File: src/rtl/jt89_pkg.sv
// rtl/jt89_pkg.sv - shared constants and helpers for the jt89 stereo PSG
// Amplitude ROM, register indices and the noise-LFSR reset value.
package jt89_pkg;

  localparam logic [2:0] TONE0 = 3'd0;
  localparam logic [2:0] VOL0  = 3'd1;
  localparam logic [2:0] TONE1 = 3'd2;
  localparam logic [2:0] VOL1  = 3'd3;
  localparam logic [2:0] TONE2 = 3'd4;
  localparam logic [2:0] VOL2  = 3'd5;
  localparam logic [2:0] CTRL3 = 3'd6;
  localparam logic [2:0] VOL3  = 3'd7;

  // Index 0 is loudest; volume 15 is silence.
  localparam logic [15:0][7:0] AMP_ROM = {
    8'd0,   8'd10,  8'd13,  8'd16,  8'd20,  8'd26,  8'd32,  8'd40,
    8'd51,  8'd64,  8'd81,  8'd102, 8'd128, 8'd161, 8'd203, 8'd255
  };

  typedef enum logic [1:0] {
    NR_16    = 2'b00,
    NR_32    = 2'b01,
    NR_64    = 2'b10,
    NR_TONE2 = 2'b11
  } noise_rate_e;

  function automatic logic [31:0] lfsr_rst(input int width);
    lfsr_rst = 32'd1 << (width - 1);
  endfunction

endpackage

File: src/rtl/jt89_stereo_if.sv
// rtl/jt89_stereo_if.sv - CPU write bus and audio output bundle of the jt89 stereo PSG
interface jt89_stereo_if;
  logic        cs_n;
  logic        wr_n;
  logic        pan_we;
  logic [7:0]  din;
  logic        ready;
  logic        ovf;
  logic        sample;
  logic [10:0] snd_l;
  logic [10:0] snd_r;

  modport master (
    output cs_n, wr_n, pan_we, din,
    input  ready, ovf, sample, snd_l, snd_r
  );

  modport slave (
    input  cs_n, wr_n, pan_we, din,
    output ready, ovf, sample, snd_l, snd_r
  );
endinterface

File: src/rtl/jt89_wfifo.sv
// rtl/jt89_wfifo.sv - byte-wide synchronous write FIFO with overflow pulse
// A pop on a full FIFO frees the slot so a same-cycle push is still accepted.
module jt89_wfifo #(
  parameter int AW = 2
) (
  input  logic       clk,
  input  logic       rst_n,
  input  logic       push_i,
  input  logic [7:0] din_i,
  input  logic       pop_i,
  output logic [7:0] dout_o,
  output logic       full_o,
  output logic       empty_o,
  output logic       ovf_o
);
  localparam int DEPTH = 1 << AW;

  logic [7:0]    mem_q [DEPTH];
  logic [AW-1:0] rd_q, wr_q;
  logic [AW:0]   cnt_q;
  logic          ovf_q;
  logic          do_push, do_pop;

  assign full_o  = (cnt_q == (AW+1)'(DEPTH));
  assign empty_o = (cnt_q == '0);
  assign do_pop  = pop_i & ~empty_o;
  assign do_push = push_i & (~full_o | do_pop);
  assign dout_o  = mem_q[rd_q];
  assign ovf_o   = ovf_q;

  always_ff @(posedge clk) begin
    if (do_push) mem_q[wr_q] <= din_i;
  end

  always_ff @(posedge clk) begin
    if (!rst_n) begin
      rd_q  <= '0;
      wr_q  <= '0;
      cnt_q <= '0;
      ovf_q <= 1'b0;
    end else begin
      if (do_push) wr_q <= wr_q + 1'b1;
      if (do_pop)  rd_q <= rd_q + 1'b1;
      cnt_q <= cnt_q + (AW+1)'(do_push) - (AW+1)'(do_pop);
      ovf_q <= push_i & ~do_push;
    end
  end
endmodule

File: src/rtl/jt89_stereo.sv
// rtl/jt89_stereo.sv - SN76489-family PSG: 3 tone + noise, GG stereo pan, buffered CPU writes
// All channel state advances on cen16, the registered 1/16 of clk_en.
module jt89_stereo
  import jt89_pkg::*;
#(
  parameter int              LFSRW   = 16,
  parameter logic [LFSRW-1:0] TAPS   = LFSRW'(16'h0009),
  parameter int              FIFO_AW = 2
) (
  input logic          clk,
  input logic          rst_n,
  input logic          clk_en,
  jt89_stereo_if.slave bus
);
  localparam logic [LFSRW-1:0] LFSR_RST = LFSRW'(lfsr_rst(LFSRW));

  logic [3:0]       div16_q;
  logic             cen16_q, wr_act_q;
  logic             push, pop, fifo_full, fifo_empty, fifo_ovf;
  logic [7:0]       fifo_dout;
  logic [2:0]       reg_q, reg_d, ctrl3_q, ctrl3_d, sel;
  logic [9:0]       tone_q [3], tone_d [3], tcnt_q [3], tcnt_d [3];
  logic [3:0]       vol_q [4], vol_d [4];
  logic [2:0]       tout_q, tout_d;
  logic [7:0]       pan_q;
  logic             noise_clr, nclk_q, nclk_d, nsrc, nsrc_q, shift, fb;
  logic [5:0]       ncnt_q, ncnt_d, nreload;
  logic [LFSRW-1:0] lfsr_q, lfsr_d;
  logic [3:0]       ch_out;
  logic [3:0][8:0]  chan_v;
  logic [10:0]      mix_l, mix_r, snd_l_q, snd_r_q;
  logic             sample_q;

  assign push = ~bus.cs_n & ~bus.wr_n & ~wr_act_q;
  assign pop  = cen16_q & ~fifo_empty;

  jt89_wfifo #(.AW(FIFO_AW)) u_wfifo (
    .clk     (clk),
    .rst_n   (rst_n),
    .push_i  (push),
    .din_i   (bus.din),
    .pop_i   (cen16_q),
    .dout_o  (fifo_dout),
    .full_o  (fifo_full),
    .empty_o (fifo_empty),
    .ovf_o   (fifo_ovf)
  );

  // Latched bytes select a register; data bytes reuse the last latched one.
  always_comb begin
    reg_d     = reg_q;
    ctrl3_d   = ctrl3_q;
    tone_d    = tone_q;
    vol_d     = vol_q;
    noise_clr = 1'b0;
    sel       = fifo_dout[7] ? fifo_dout[6:4] : reg_q;
    if (pop) begin
      if (fifo_dout[7]) reg_d = sel;
      if (sel == CTRL3) begin
        ctrl3_d   = fifo_dout[2:0];
        noise_clr = fifo_dout[7];
      end else if (sel[0]) begin
        vol_d[sel[2:1]] = fifo_dout[3:0];
      end else if (fifo_dout[7]) begin
        tone_d[sel[2:1]][3:0] = fifo_dout[3:0];
      end else begin
        tone_d[sel[2:1]][9:4] = fifo_dout[5:0];
      end
    end
  end

  always_comb begin
    tcnt_d = tcnt_q;
    tout_d = tout_q;
    for (int i = 0; i < 3; i++) begin
      if (cen16_q) begin
        if (tone_q[i] <= 10'd1) begin
          tcnt_d[i] = tone_q[i];
          tout_d[i] = 1'b1;
        end else if (tcnt_q[i] == '0) begin
          tcnt_d[i] = tone_q[i];
          tout_d[i] = ~tout_q[i];
        end else begin
          tcnt_d[i] = tcnt_q[i] - 10'd1;
        end
      end
    end
  end

  always_comb begin
    unique case (noise_rate_e'(ctrl3_q[1:0]))
      NR_32:   nreload = 6'd31;
      NR_64:   nreload = 6'd63;
      default: nreload = 6'd15;
    endcase
    ncnt_d = ncnt_q;
    nclk_d = nclk_q;
    if (cen16_q) begin
      if (ncnt_q == '0) begin
        ncnt_d = nreload;
        nclk_d = ~nclk_q;
      end else begin
        ncnt_d = ncnt_q - 6'd1;
      end
    end
    nsrc  = (noise_rate_e'(ctrl3_q[1:0]) == NR_TONE2) ? tout_q[2] : nclk_q;
    shift = nsrc & ~nsrc_q;
    fb    = ctrl3_q[2] ? ^(lfsr_q & TAPS) : lfsr_q[0];
    if (noise_clr || lfsr_q == '0) lfsr_d = LFSR_RST;
    else if (shift)                lfsr_d = {fb, lfsr_q[LFSRW-1:1]};
    else                           lfsr_d = lfsr_q;
  end

  assign ch_out = {lfsr_q[0], tout_q};

  for (genvar i = 0; i < 4; i++) begin : g_chan
    logic [8:0] amp9;
    assign amp9      = {1'b0, AMP_ROM[vol_q[i]]};
    assign chan_v[i] = ch_out[i] ? amp9 : 9'd0 - amp9;
  end

  always_comb begin
    mix_l = '0;
    mix_r = '0;
    for (int i = 0; i < 4; i++) begin
      if (pan_q[4+i]) mix_l = mix_l + {{2{chan_v[i][8]}}, chan_v[i]};
      if (pan_q[i])   mix_r = mix_r + {{2{chan_v[i][8]}}, chan_v[i]};
    end
  end

  always_ff @(posedge clk) begin
    if (!rst_n) begin
      div16_q  <= '0;
      cen16_q  <= 1'b0;
      wr_act_q <= 1'b0;
      reg_q    <= '0;
      ctrl3_q  <= 3'b100;
      pan_q    <= 8'hFF;
      for (int i = 0; i < 3; i++) begin
        tone_q[i] <= '0;
        tcnt_q[i] <= '0;
      end
      for (int i = 0; i < 4; i++) vol_q[i] <= 4'hF;
      tout_q   <= 3'b111;
      ncnt_q   <= '0;
      nclk_q   <= 1'b0;
      nsrc_q   <= 1'b0;
      lfsr_q   <= LFSR_RST;
      snd_l_q  <= '0;
      snd_r_q  <= '0;
      sample_q <= 1'b0;
    end else begin
      if (clk_en) div16_q <= div16_q + 4'd1;
      cen16_q  <= clk_en & (div16_q == 4'hF);
      wr_act_q <= ~bus.cs_n & ~bus.wr_n;
      reg_q    <= reg_d;
      ctrl3_q  <= ctrl3_d;
      if (bus.pan_we) pan_q <= bus.din;
      tone_q   <= tone_d;
      vol_q    <= vol_d;
      tcnt_q   <= tcnt_d;
      tout_q   <= tout_d;
      ncnt_q   <= ncnt_d;
      nclk_q   <= nclk_d;
      nsrc_q   <= nsrc;
      lfsr_q   <= lfsr_d;
      sample_q <= cen16_q;
      if (cen16_q) begin
        snd_l_q <= mix_l;
        snd_r_q <= mix_r;
      end
    end
  end

  assign bus.ready  = ~fifo_full;
  assign bus.ovf    = fifo_ovf;
  assign bus.sample = sample_q;
  assign bus.snd_l  = snd_l_q;
  assign bus.snd_r  = snd_r_q;
endmodule

File: src/flat_wrapper.sv
// flat-port wrapper written by rule: the top's interface ports become plain ports
module jt89_stereo_flat import jt89_pkg::*;
#(
  parameter int              LFSRW   = 16,
  parameter logic [LFSRW-1:0] TAPS   = LFSRW'(16'h0009),
  parameter int              FIFO_AW = 2
)
  (clk, rst_n, clk_en, bus_cs_n, bus_wr_n, bus_pan_we, bus_din, bus_ready, bus_ovf, bus_sample, bus_snd_l, bus_snd_r);
  jt89_stereo_if bus_i ();
  input logic clk;
  input logic rst_n;
  input logic clk_en;
  input wire logic [$bits(bus_i.cs_n)-1:0] bus_cs_n;
  input wire logic [$bits(bus_i.wr_n)-1:0] bus_wr_n;
  input wire logic [$bits(bus_i.pan_we)-1:0] bus_pan_we;
  input wire logic [$bits(bus_i.din)-1:0] bus_din;
  output wire logic [$bits(bus_i.ready)-1:0] bus_ready;
  output wire logic [$bits(bus_i.ovf)-1:0] bus_ovf;
  output wire logic [$bits(bus_i.sample)-1:0] bus_sample;
  output wire logic [$bits(bus_i.snd_l)-1:0] bus_snd_l;
  output wire logic [$bits(bus_i.snd_r)-1:0] bus_snd_r;
  assign bus_i.cs_n = bus_cs_n;
  assign bus_i.wr_n = bus_wr_n;
  assign bus_i.pan_we = bus_pan_we;
  assign bus_i.din = bus_din;
  assign bus_ready = bus_i.ready;
  assign bus_ovf = bus_i.ovf;
  assign bus_sample = bus_i.sample;
  assign bus_snd_l = bus_i.snd_l;
  assign bus_snd_r = bus_i.snd_r;
  jt89_stereo #(.LFSRW(LFSRW), .TAPS(TAPS), .FIFO_AW(FIFO_AW)) u_core (.clk(clk), .rst_n(rst_n), .clk_en(clk_en), .bus(bus_i));
endmodule
File: config.mk
export PLATFORM = sky130hd
export DESIGN_NAME = jt89_stereo_flat
export DESIGN_NICKNAME = d
export VERILOG_FILES = /design/src/rtl/jt89_pkg.sv /design/src/rtl/jt89_stereo_if.sv /design/src/rtl/jt89_wfifo.sv /design/src/rtl/jt89_stereo.sv /design/src/flat_wrapper.sv
export SDC_FILE = /design/constraint.sdc
export NUM_CORES = 1
export LEC_CHECK = 0
export BUFFER_PORTS_ARGS = -buffer_cell sky130_fd_sc_hd__buf_2
export CAP_MARGIN = 20
export CORE_ASPECT_RATIO = 1.4
export CORE_MARGIN = 5
export CORE_UTILIZATION = 50
export DETAILED_ROUTE_END_ITERATION = 10
export PLACE_DENSITY_LB_ADDON = 0.1
export SLEW_MARGIN = 5
export SYNTH_ARGS = -nofsm -noshare
export SYNTH_HDL_FRONTEND = slang
export SYNTH_SLANG_ARGS = --single-unit
File: constraint.sdc
create_clock -name clk -period 9.3 [get_ports clk]
set_clock_uncertainty 0.1 [all_clocks]
set_input_delay 1.86 -clock clk [delete_from_list [all_inputs] [get_ports clk]]
set_output_delay 1.86 -clock clk [all_outputs]
set_load 0.1 [all_outputs]
---- After elaboration in Yosys (flattened, before gate mapping) ----
Memories as Yosys holds them, arrays and structs flattened. A register that Yosys moved wholly into a read port is not among the register bits.
Index checks and enable logic that the tools add are counted.
operators by class
  add/subtract/negate cells ............... 19
  order comparisons ....................... 9
  equality and inequality tests ........... 6
  muxes and demuxes ....................... 57
  bitwise logic cells ..................... 23
  reductions and logical operators ........ 21
operator list
  cell                                                                                count
  11-bit 2-to-1 mux                                                                   8
  10-bit 2-to-1 mux                                                                   7
  11-bit adder                                                                        6
  30-bit bitwise mux                                                                  2
  10-bit demux with 2-bit select                                                      2
  4-bit 2-to-1 mux                                                                    10
  9-bit 2-to-1 mux                                                                    4
  1-bit by 8-bit subtractor with 9-bit output (first input constant)                  4
  8-bit 2-to-1 mux                                                                    4
  10-bit by 1-bit less-or-equal comparator with 1-bit output (second input constant)  3
  10-bit logical NOT                                                                  3
  30-bit 2-to-1 mux                                                                   1
  10-bit by 1-bit subtractor with 10-bit output (second input constant)               3
  4-bit by 5-bit < comparator with 1-bit output (second input constant)               4
  16-bit bitwise mux                                                                  1
  16-bit logical NOT                                                                  1
  16-bit XOR reduction                                                                1
  1-bit NOT                                                                           14
  1-bit 2-to-1 mux                                                                    12
  6-bit one-hot mux with 2 select lines                                               1
  2-bit AND reduction                                                                 6
  4-bit demux with 2-bit select                                                       1
  1-bit AND                                                                           7
  3-bit equality test (second input constant)                                         2
  22 further kinds                                                                    28
word-level totals
  bits in registers ....................... 154
  bits in writable memories ............... 32
  bits in read-only memories .............. 512
  output and inout bits ................... 25
  logic and storage cells ................. 170
  memories ................................ 5
memories
  name                  words  width  rd ports  clocked after Yosys merged registers in  write ports  line                text
  (name not given)      16     8      1         1                                        0            jt89_stereo.sv:118  assign amp9 = {1'b0, AMP_ROM[vol_q[i]]};
  (name not given)      16     8      1         1                                        0            jt89_stereo.sv:118
  (name not given)      16     8      1         1                                        0            jt89_stereo.sv:118
  (name not given)      16     8      1         1                                        0            jt89_stereo.sv:118
  u_core.u_wfifo.mem_q  4      8      1         1                                        1            jt89_wfifo.sv:18    logic [7:0] mem_q [DEPTH];

---- Logic depth before layout (Yosys ltp) ----
  depth after elaboration ................. 11
  mapped depth ............................ 30

---- Cells and area by module ----
Synthesis repeated with hierarchy kept, for this count alone.
unflattened totals
  cells, all modules ...................... 1601
  area, all modules ....................... 13489.2 um2
by module, submodules not included
  module       times used  cells each  area each (um2)  seq. area each (um2)
  jt89_stereo  1           1508        11800.1          3563.4
  jt89_wfifo   1           93          1689.1           1161.1

---- Worst setup path before layout ----
No wires, ideal clock.
  path type ............................... register -> register
  start point ............................. reg u_core.tout_q[0]
  end point ............................... reg u_core.snd_r_q[10], in the netlist u_core.bus.snd_r[10]
  setup time .............................. 64 ps
  arrival time ............................ 5279 ps
  data required time ...................... 9136 ps
  setup slack ............................. 3857 ps
  stages on the path, launching flop included .. 28
  period minus slack after synthesis ...... 5443 ps
  cell sequence ........................... dfxtp_1 -> clkbuf_1 -> mux2i_1 -> nor2_1 -> fa_1 -> nand2_1 -> nand2_1 -> a21oi_1 -> nand2b_1 -> o21ai_0 -> xor2_1 -> a21oi_1 -> inv_1 -> ha_1 -> or3_1 -> o21ai_0 -> a21oi_1 -> o211a_1 -> or3_1 -> a31o_2 -> ha_1 -> nand2_1 -> o41ai_1 -> xnor2_1 -> nor2_1 -> xnor2_1 -> or3_1 -> nand3_1
between the ends
  cells in the longest elaborated chain, start to end .. 8
ends and longest elaborated chain
  what                      line                text
  start: declaration        jt89_stereo.sv:24   logic [2:0] tout_q, tout_d;
  start signal: assignment  jt89_stereo.sv:162  tout_q <= tout_d;
  9-bit 2-to-1 mux (*)      jt89_stereo.sv:119  assign chan_v[i] = ch_out[i] ? amp9 : 9'd0 - amp9;
  11-bit 2-to-1 mux (*)     jt89_stereo.sv:127  if (pan_q[i]) mix_r = mix_r + {{2{chan_v[i][8]}}, chan_v[i]};
  11-bit adder              jt89_stereo.sv:127
  11-bit 2-to-1 mux (*)     jt89_stereo.sv:127
  11-bit adder              jt89_stereo.sv:127
  11-bit 2-to-1 mux (*)     jt89_stereo.sv:127
  11-bit adder              jt89_stereo.sv:127
  11-bit 2-to-1 mux (*)     jt89_stereo.sv:127
  end signal: assignment    jt89_stereo.sv:170  snd_r_q <= mix_r;
  end: declaration          jt89_stereo.sv:31   logic [10:0] mix_l, mix_r, snd_l_q, snd_r_q;
Mark *: on every way between the ends. The rest lies on a longest branch, timed or not.
A chain may end at the register's enable or synchronous reset.

==> out/results.ini <==
[yosys]
yosys-top-cells-area=dfxtp_1 (28%), ha_1 (8.9%), edfxtp_1 (7.2%), nor2_1 (6.1%), mux2i_1 (5.8%)
syn-cell-area_um2=13300
synth_cell_types=75
yosys.cell_count.top_type=nor2_1
synthArstFlopShare=0
syn_inst=1560
syn_nets=1676
synth-seq-cells=220
ys.flop_type=dfxtp_1
seq_area_frac_synth=0.355
yosysWarnings=0
yosys.area.top_type_share=0.283
synth.largest_area_cell=dfxtp_1
avgSynthCellArea_um2=8.53
synthTopCellsByCount=nor2_1 (215), dfxtp_1 (188), nand2_1 (168)
synth_edf_count=32

[power_and_ir_drop]
power_leakage_nw=6.25
finalPower_w=0.00211
ir_worst_vdd_mv=0.148
powerDensity_nw_per_um2=145

[cells_and_area]
fin_nets=1674
num_antenna_cells=0
area_growth_pct=9.05
final_cells=1899
drive_gt1_frac=0.0889

[worst_setup_path]
cp.arrival_ns=6.28
critPathSlowestCell=fa_1
endpoint_kind=register
cp_max_fo=4
path_class=register to register
worstPathRequired_ns=9.67
cpPeakStageDelay_ns=0.48
startpoint_type=register

[clock_tree]
clk_root_buffer_cell=clkbuf_16
path_clk_slew_ns=0.06
htreeDepth=1
numCtsBuffers=24
cts.hold.buffers_added=0
clock_latency_ns=0.53
post-cts-setup-buffers=0
clock_sinks=220
clockBufferDepth=3
ctsResizeCount=0
cts_tree=yes

[grt]
grt_pass1_wl_mm=51.0
antenna_found_initial=0
gr-total-overflow=0
first_global_vias=10073
grt_max_degree=69
grt.total_usage=0.207

[sta]
tns_ns=0
holdWs_ns=0.356
rsz0062_at_grt=false
fmax_mhz=169
worst_slack_ns=3.39
min_period_over_period=0.635
worstMarginPinSlew_ns=0.967
slew_viol_final=0
setup_viol=0
hold_violations=0
post-route-min-period_ns=5.91
max-slew-margin-rel=0.350

[floorplanning]
chipWidth_um=148
start_util=0.508
pin_count=39
dieArea_um2=30000
dieHeight_um=203
core-area_um2=26200
fp-row-count=70

[place]
portBuffers=38
dp_slack_ns=3.42
dp_hpwl_mm=23.4
placedCellCount=1856
gp_congestion=0.901

[routing]
viasPerCell=5.54
drt_first_iter_violations=516
drcViolationCount=0
wl_mm=31.7
dr.pass1.iters=5
vias=10528
detail-route-antenna-nets=0
routedWlPerCell_um=16.7

[run_status]
run_status=completed

[min_path]
hold_path_class=register to register

[flow_run]
maxCapViolCount=0

[worst max-delay path, delay by kind of cell, from the launching register on]
kind | cells | cell delay, ns
XOR/XNOR | 3 | 0.48
AO/OA/AOI/OAI | 8 | 1.61
adder cells (fa/ha/maj) | 4 | 1.30
buffers and inverters | 2 | 0.15
AND/OR/NAND/NOR | 10 | 1.63
multiplexers | 1 | 0.23
flip-flops | 1 | 0.37
[through the flow]
step / instance area, µm² / util
final: 14500 / 0.554
after global routing: 14500 / 0.554
after CTS: 14500 / 0.554
after detailed placement: 13600 / 0.521
after global placement: 13600 / 0.521
after floorplan: 13300 / -
[worst paths after layout]
check / start / to / slack, ns / cells after the start
max: u_core.g_chan[0].amp9[0]$_DFF_P_ / u_core.bus.snd_r[10]$_SDFFE_PN0P_ / 3.39 / 28
min: u_core.div16_q[3]$_SDFFE_PN0P_ / u_core.cen16_q$_SDFF_PN0_ / 0.36 / 2
max reg2reg: u_core.g_chan[0].amp9[0]$_DFF_P_ / u_core.bus.snd_r[10]$_SDFFE_PN0P_ / 3.39 / 28
min reg2reg: u_core.div16_q[3]$_SDFFE_PN0P_ / u_core.cen16_q$_SDFF_PN0_ / 0.36 / 2
[flip-flops by register name, indices dropped and copies added, names as in the netlist, 3 cells and up, named ones only]
signal and cells:
u_core.bus.snd_l 11, u_core.tone_q 30, u_core.vol_q 16, u_core.ctrl3_q 3
u_core.reg_q 3, u_core.tcnt_q 30, u_core.g_chan.amp9 32, u_core.u_wfifo.mem_q 32
u_core.pan_q 8, u_core.bus.snd_r 11, u_core.tout_q 3, u_core.lfsr_q 16
u_core.ncnt_q 6, u_core.u_wfifo.cnt_q 3, u_core.div16_q 4
[area by class of cell]
type | instances | area, µm²
Fill cell | 2409 | 11700
Clock inverter | 13 | 214
Inverter | 78 | 293
Timing Repair Buffer | 43 | 228
Sequential cell | 220 | 4730
Clock buffer | 30 | 663
Multi-Input combinational cell | 1191 | 7980
Tap cell | 324 | 405
[placed cells by master, fill, tap and decap left out, types with 7 or more instances in the layout]
cell         n
nor4_1       7
o21ai_0     71
inv_1       74
mux2_2      23
and2_1      21
buf_2       38
nor3_1      42
nor2_1     215
nand2b_1    21
a21oi_1    113
o31ai_1     10
nand2_1    168
nand3_1     26
o211ai_1     7
edfxtp_1    32
ha_1        95
fa_1         7
clkbuf_16   24
or2_2        7
a211oi_1    21
xor2_1      40
xnor2_1     41
nor2b_1     18
o22ai_1     12
or3_1       20
a31oi_1     17
mux2i_1     77
a21o_1      16
dfxtp_1    187
[cells by family after synthesis]
| kind of cell | Yosys count | share of synthesized area |
|---|---|---|
| AO/OA/AOI/OAI | 323 | 0.150 |
| XOR/XNOR | 81 | 0.0533 |
| adder cells (fa/ha/maj) | 102 | 0.0998 |
| buffers and inverters | 149 | 0.0452 |
| flip-flops | 220 | 0.355 |
| multiplexers | 111 | 0.0977 |
| AND/OR/NAND/NOR | 574 | 0.199 |
[power by group]
part / leakage (nW) / internal [W] / total, W / switching (W)
sequential: 1.81 / 0.000972 / 0.000986 / 0.0000136
clock: 0.428 / 0.000648 / 0.00105 / 0.000400
combinational: 4.01 / 0.0000254 / 0.0000762 / 0.0000508
[metal layers]
| metal | up-vias | track usage | wire length [µm] | part of all wire |
|---|---|---|---|---|
| met2 | 148 | 0.381 | 16000 | 0.50 |
| met5 | - | 0 | 0 | 0 |
| met3 | 44 | 0.0223 | 930 | 0.029 |
| li1 | 5458 | - | - | - |
| met4 | 0 | 0.0647 | 850 | 0.027 |
| met1 | 4878 | 0.253 | 13900 | 0.44 |
No activity file was read; power rests on OpenSTA's default activity.
